## config.mk

```make
export PLATFORM = sky130hd
export DESIGN_NAME = add_serial_arb
export DESIGN_NICKNAME = d
export VERILOG_FILES = /design/src/rtl/add_serial_arb.sv
export SDC_FILE = /design/constraint.sdc
export NUM_CORES = 1
export LEC_CHECK = 0
export CORE_MARGIN = 3
export CORE_UTILIZATION = 25
export DETAILED_ROUTE_END_ITERATION = 8
export GPL_TIMING_DRIVEN = 0
export REMOVE_ABC_BUFFERS = 1
export SLEW_MARGIN = 40
export SYNTH_ARGS = -nofsm -noshare
export SYNTH_HDL_FRONTEND = slang
export SYNTH_SLANG_ARGS = --single-unit
```

## constraint.sdc

```tcl
create_clock -name clk -period 2.28 [get_ports clk]
set_clock_uncertainty 0.15 [all_clocks]
set_input_delay 0.228 -clock clk [delete_from_list [all_inputs] [get_ports clk]]
set_output_delay 0.228 -clock clk [all_outputs]
set_load 0.02 [all_outputs]
```

## src/rtl/add_serial_arb.sv

```systemverilog
// Round-robin arbiter/sequencer sharing one bit-serial adder among NREQ clients.
// One add in flight at a time; a WAIT-state timeout returns an error response.
module add_serial_arb #(
    parameter int NREQ    = 4,
    parameter int WIDTH   = 8,
    parameter int TIMEOUT = 15
) (
    input  logic                    clk,
    input  logic                    rst,
    input  logic [NREQ-1:0]         req_valid,
    output logic [NREQ-1:0]         req_ready,
    input  logic [NREQ*WIDTH-1:0]   req_a,
    input  logic [NREQ*WIDTH-1:0]   req_b,
    output logic [NREQ-1:0]         rsp_valid,
    output logic [WIDTH-1:0]        rsp_data,
    output logic                    rsp_err,
    output logic                    add_en,
    output logic [WIDTH-1:0]        add_a,
    output logic [WIDTH-1:0]        add_b,
    input  logic                    add_done,
    input  logic [WIDTH-1:0]        add_sum
);
    localparam int PW = $clog2(NREQ);

    typedef enum logic [1:0] {S_IDLE, S_ISSUE, S_WAIT, S_RESP} state_t;

    state_t             r_state;
    state_t             w_next;
    logic [PW-1:0]      r_ptr;
    logic [PW-1:0]      r_gnt;
    logic [PW-1:0]      w_pick;
    logic               w_found;
    logic               w_tmo;
    logic [7:0]         r_tcnt;
    logic [WIDTH-1:0]   r_a;
    logic [WIDTH-1:0]   r_b;
    logic [WIDTH-1:0]   r_rsp_data;
    logic [WIDTH-1:0]   w_sel_a;
    logic [WIDTH-1:0]   w_sel_b;
    logic [NREQ-1:0]    r_rsp_valid;
    logic               r_rsp_err;
    logic               r_add_en;

    // Scan from the farthest offset down so the requester nearest ptr wins.
    always_comb begin
        w_found = 1'b0;
        w_pick  = '0;
        for (int k = NREQ - 1; k >= 0; k--) begin
            if (req_valid[(int'(r_ptr) + k) % NREQ]) begin
                w_found = 1'b1;
                w_pick  = PW'((int'(r_ptr) + k) % NREQ);
            end
        end
    end

    assign w_sel_a = req_a[int'(w_pick)*WIDTH +: WIDTH];
    assign w_sel_b = req_b[int'(w_pick)*WIDTH +: WIDTH];
    assign w_tmo   = (r_tcnt == 8'(TIMEOUT - 1));

    always_ff @(posedge clk or posedge rst) begin
        if (rst) r_state <= S_IDLE;
        else     r_state <= w_next;
    end

    always_comb begin
        w_next = r_state;
        case (r_state)
            S_IDLE:  if (w_found) w_next = S_ISSUE;
            S_ISSUE: w_next = S_WAIT;
            S_WAIT:  if (add_done || w_tmo) w_next = S_RESP;
            S_RESP:  w_next = S_IDLE;
            default: w_next = S_IDLE;
        endcase
    end

    // The accept strobe is the only combinational output; it is held low during reset.
    always_comb begin
        req_ready = '0;
        if (r_state == S_IDLE && w_found && !rst)
            req_ready = NREQ'(1) << w_pick;
    end

    always_ff @(posedge clk or posedge rst) begin
        if (rst) begin
            r_ptr       <= '0;
            r_gnt       <= '0;
            r_tcnt      <= '0;
            r_a         <= '0;
            r_b         <= '0;
            r_rsp_valid <= '0;
            r_rsp_data  <= '0;
            r_rsp_err   <= 1'b0;
            r_add_en    <= 1'b0;
        end else begin
            r_add_en    <= 1'b0;
            r_rsp_valid <= '0;
            r_rsp_data  <= '0;
            r_rsp_err   <= 1'b0;
            case (r_state)
                S_IDLE: begin
                    if (w_found) begin
                        r_a      <= w_sel_a;
                        r_b      <= w_sel_b;
                        r_gnt    <= w_pick;
                        r_add_en <= 1'b1;
                    end
                end
                S_ISSUE: r_tcnt <= '0;
                S_WAIT: begin
                    // done takes priority over a coincident timeout
                    if (add_done) begin
                        r_rsp_valid <= NREQ'(1) << r_gnt;
                        r_rsp_data  <= add_sum;
                    end else if (w_tmo) begin
                        r_rsp_valid <= NREQ'(1) << r_gnt;
                        r_rsp_err   <= 1'b1;
                    end else begin
                        r_tcnt <= r_tcnt + 8'd1;
                    end
                end
                S_RESP: r_ptr <= (r_gnt == PW'(NREQ - 1)) ? '0 : r_gnt + 1'b1;
                default: ;
            endcase
        end
    end

    assign rsp_valid = r_rsp_valid;
    assign rsp_data  = r_rsp_data;
    assign rsp_err   = r_rsp_err;
    assign add_en    = r_add_en;
    assign add_a     = r_a;
    assign add_b     = r_b;
endmodule

```

==> impl_metrics.env <==
export IMPL_status="complete, no violations"
export IMPL_final_max_slew_violation_count=0
export IMPL_cts_root_buffer="clkbuf_8"
export IMPL_worst_pin_slew_ns=0.4409
export IMPL_reg2reg_setup_slack_ns=0.15
export IMPL_leakagePower_nw=1.664
export IMPL_vias_per_cell=4.656
export IMPL_hold_viol_final=0
export IMPL_synth_top_area_share_pct=43.20
export IMPL_initial_core_util_pct=25.84
export IMPL_layout_cells_non_filler=491
export IMPL_grt_antenna_before_repair=0
export IMPL_p_switching_mw=1.784
export IMPL_grtUsageTotal_pct=13.69
export IMPL_critPathRequiredTime_ns=1.90
export IMPL_numCtsBuffers=5
export IMPL_synth_compound_area_share_pct=22.09
export IMPL_path_class="flip-flop to output pin"
export IMPL_cp_common_cell="buf_4"
export IMPL_syn_area_sq_um=2549
export IMPL_pwr_share_seq_pct=29.3
export IMPL_setup_viol=0
export IMPL_worstSetupStartpointType="flip-flop"
export IMPL_yosysMostFrequentCell="dfrtp_1"
export IMPL_timing_final_crit_share_pct=99.17
export IMPL_dp_worst_setup_slack_ns=-0.9409
export IMPL_synth_area_top_cells="dfrtp_1 43%, mux2i_1 7.5%, ha_1 4.9%"
export IMPL_drive_gt1_share_pct=16.20
export IMPL_std_cell_rows=36
export IMPL_diodes=0
export IMPL_grt_max_degree=37
export IMPL_p_int_mw=2.450
export IMPL_synthAdderAreaFrac_pct=4.909
export IMPL_gp_congestion=0.7637
export IMPL_vias=2286
export IMPL_drt_pre_antenna_iters=4
export IMPL_grt_overflow=0
export IMPL_synthMuxAreaShare_pct=7.904
export IMPL_setup_ws_ns=0.01901
export IMPL_switching_share_pct=42.14
export IMPL_crit_slowest_cell="dfrtp_2"
export IMPL_hold_class="primary input to asynchronous set/reset pin"
export IMPL_numPortBuffers=112
export IMPL_timing_fmax_mhz=442.3
export IMPL_yosysTopAreaCell="dfrtp_1"
export IMPL_clock_sinks=44
export IMPL_dr_first_iter_drc_count=83
export IMPL_avgSynthCellArea_sq_um=10.75
export IMPL_clk_pin_slew_ns=0.09
export IMPL_timing_final_crit_period_ns=2.261
export IMPL_clk_path_buf_depth=2
export IMPL_die_height_um=107.0
export IMPL_seq_area_frac_synth_pct=43.20
export IMPL_ant_nets=0
export IMPL_postRouteWirelength_um=7835
export IMPL_cts_tree="done"
export IMPL_ys_flop_type="dfrtp_1"
export IMPL_maxCapViolations=0
export IMPL_synth_xor_area_share_pct=2.062
export IMPL_synth_cell_types=43
export IMPL_grt_pass1_wl_um=12400
export IMPL_totalPowerFinal_mw=4.234
export IMPL_rsz0062_at_grt="yes"
export IMPL_fill_cells=955
export IMPL_yosys_area_share_simple_pct=14.53
export IMPL_dp_cells=470
export IMPL_utilization_pct=41.58
export IMPL_io_pins=113
export IMPL_cp_end_kind="output pin"
export IMPL_power_frac_clock_pct=14.4
export IMPL_grt_pass1_vias=2458
export IMPL_max_stage_delay_ns=0.45
export IMPL_cts_hold_buf=0
export IMPL_ys_async_sr_fraction_pct=100.0
export IMPL_power_density_nw_per_um2=1032
export IMPL_combPwrFrac_pct=56.3
export IMPL_cp_max_fo=6
export IMPL_clock_latency_ns=0.30
export IMPL_syn_to_final_growth_pct=60.92
export IMPL_wl_per_cell_um=15.96
export IMPL_synth_edf_count=0
export IMPL_syn_inst=237
export IMPL_yosys_top_cells_count="44 x dfrtp_1, 26 x nor2_1, 19 x mux2i_1, 16 x a211oi_1, 16 x a21boi_0"
export IMPL_crit_chain="mux2i_4, a2bb2oi_4, buf_4, and2_4, nor4_2, buf_4"
export IMPL_h_tree_depth=2
export IMPL_arrival_ns=1.88
export IMPL_synth_top_family_by_area="compound AO/OA/AOI/OAI gates"
export IMPL_ys_ff_latch=44
export IMPL_drc=0
export IMPL_peakVddDrop_mv=0.3753
export IMPL_die_area_sq_um=11440
export IMPL_yosysWarnings=0
export IMPL_fin_nets=446
export IMPL_slew_headroom_pct=70.61
export IMPL_coreArea_sq_um=9864
export IMPL_post_dp_hpwl_um=5305
export IMPL_dieWidth_um=107.0
export IMPL_hold_worst_slack_ns=0.1357
==> cell families after synthesis <==
kind of cell	count (synthesis)
adder cells (fa/ha/maj)	10
AO/OA/AOI/OAI	61
flip-flops	44
AND/OR/NAND/NOR	73
multiplexers	20
XOR/XNOR	6
buffers and inverters	23
==> worst max-delay path, delay by kind of cell (launching register included) <==
kind                   cells  cell delay [ns]
buffers and inverters      2             0.37
flip-flops                 1             0.45
AO/OA/AOI/OAI              1             0.11
AND/OR/NAND/NOR            2             0.39
multiplexers               1             0.27
==> placed cells by master (no fill, tap or decap), types with 3 or more instances in the layout <==
master / instances
and2_1: 4
dfrtp_1: 42
mux2i_1: 18
buf_4: 13
and3_1: 8
nor3_1: 3
a21oi_1: 3
ha_1: 8
nand3_1: 3
clkdlybuf4s50_1: 106
nand2b_1: 3
a2111oi_2: 10
o21ai_0: 4
a2111oi_1: 3
inv_1: 6
a211oi_1: 16
nand4_1: 3
a21boi_0: 16
nand2_1: 11
nor2_1: 26
xor2_1: 5
clkbuf_8: 5
==> area by class of cell <==
| cell class | instances | area (sq um) | area share [%] |
|---|---|---|---|
| Multi-Input combinational cell | 171 | 1424 | 34.72 |
| Timing Repair Buffer | 127 | 1259 | 30.69 |
| Sequential cell | 44 | 1104 | 26.91 |
| Tap cell | 133 | 166.4 | 4.057 |
| Clock buffer | 5 | 68.82 | 1.678 |
| Clock inverter | 3 | 42.54 | 1.037 |
| Inverter | 8 | 37.54 | 0.9152 |
==> metal layers <==
metal | GRT usage, % | wire length (um)
met2 | 22.98 | 3786
met4 | 3.288 | 93
met1 | 17.27 | 3400
met3 | 4.154 | 555
met5 | 0 | 0
==> repair_timing <==
item,in CTS,in global routing
hold endpoints to repair,0,0
endpoints found under the setup margin,20,20
pin swaps,3,3
resized for setup,32,20
gates cloned,1,0
setup buffers,11,1
==> registers in the layout, indices dropped and copies added, names as in the netlist <==
| name | cells |
|---|---|
| add_a | 8 |
| rsp_valid | 4 |
| r_ptr | 2 |
| r_state | 2 |
| r_tcnt | 8 |
| rsp_err | 1 |
| add_en | 1 |
| rsp_data | 8 |
| r_gnt | 2 |
| add_b | 8 |
==> power by group through the flow <==
stage | Clock (mW) | Sequential, mW | Combinational [mW]
CTS | 0.636 | 1.23 | 2.31
global placement | 0 | 1.23 | 2.04
detailed placement | 0 | 1.24 | 2.09
finish | 0.611 | 1.24 | 2.38
floorplan | 0 | 1.43 | 0.998
global route | 0.660 | 1.28 | 2.62
==> metrics by stage <==
step / TNS, ns / cell area [sq um]
finish: 0 / 4101
global route: -0.1192 / 4101
CTS: 0 / 4025
detailed placement: -17.69 / 3775
global placement: -39.65 / 3731
floorplan: -0.9512 / 2444
==> path summary, 6_finish.rpt <==
| path | start | to | cells past startpoint |
|---|---|---|---|
| setup / recovery | r_ptr[1]$_DFFE_PP0N_ | req_ready[2] | 6 |
| hold / removal | rst | add_b[4]$_DFFE_PP0P_ | 2 |
| setup reg to reg | r_ptr[1]$_DFFE_PP0N_ | add_b[5]$_DFFE_PP0P_ | 7 |
| hold reg to reg | r_tcnt[7]$_DFFE_PP0P_ | r_tcnt[7]$_DFFE_PP0P_ | 2 |
| max in group asynchronous | rst | r_ptr[1]$_DFFE_PP0N_ | 3 |
| min in group clk | add_sum[2] | rsp_data[2]$_DFF_PP0_ | 2 |
No activity file was read; power rests on OpenSTA's default activity.
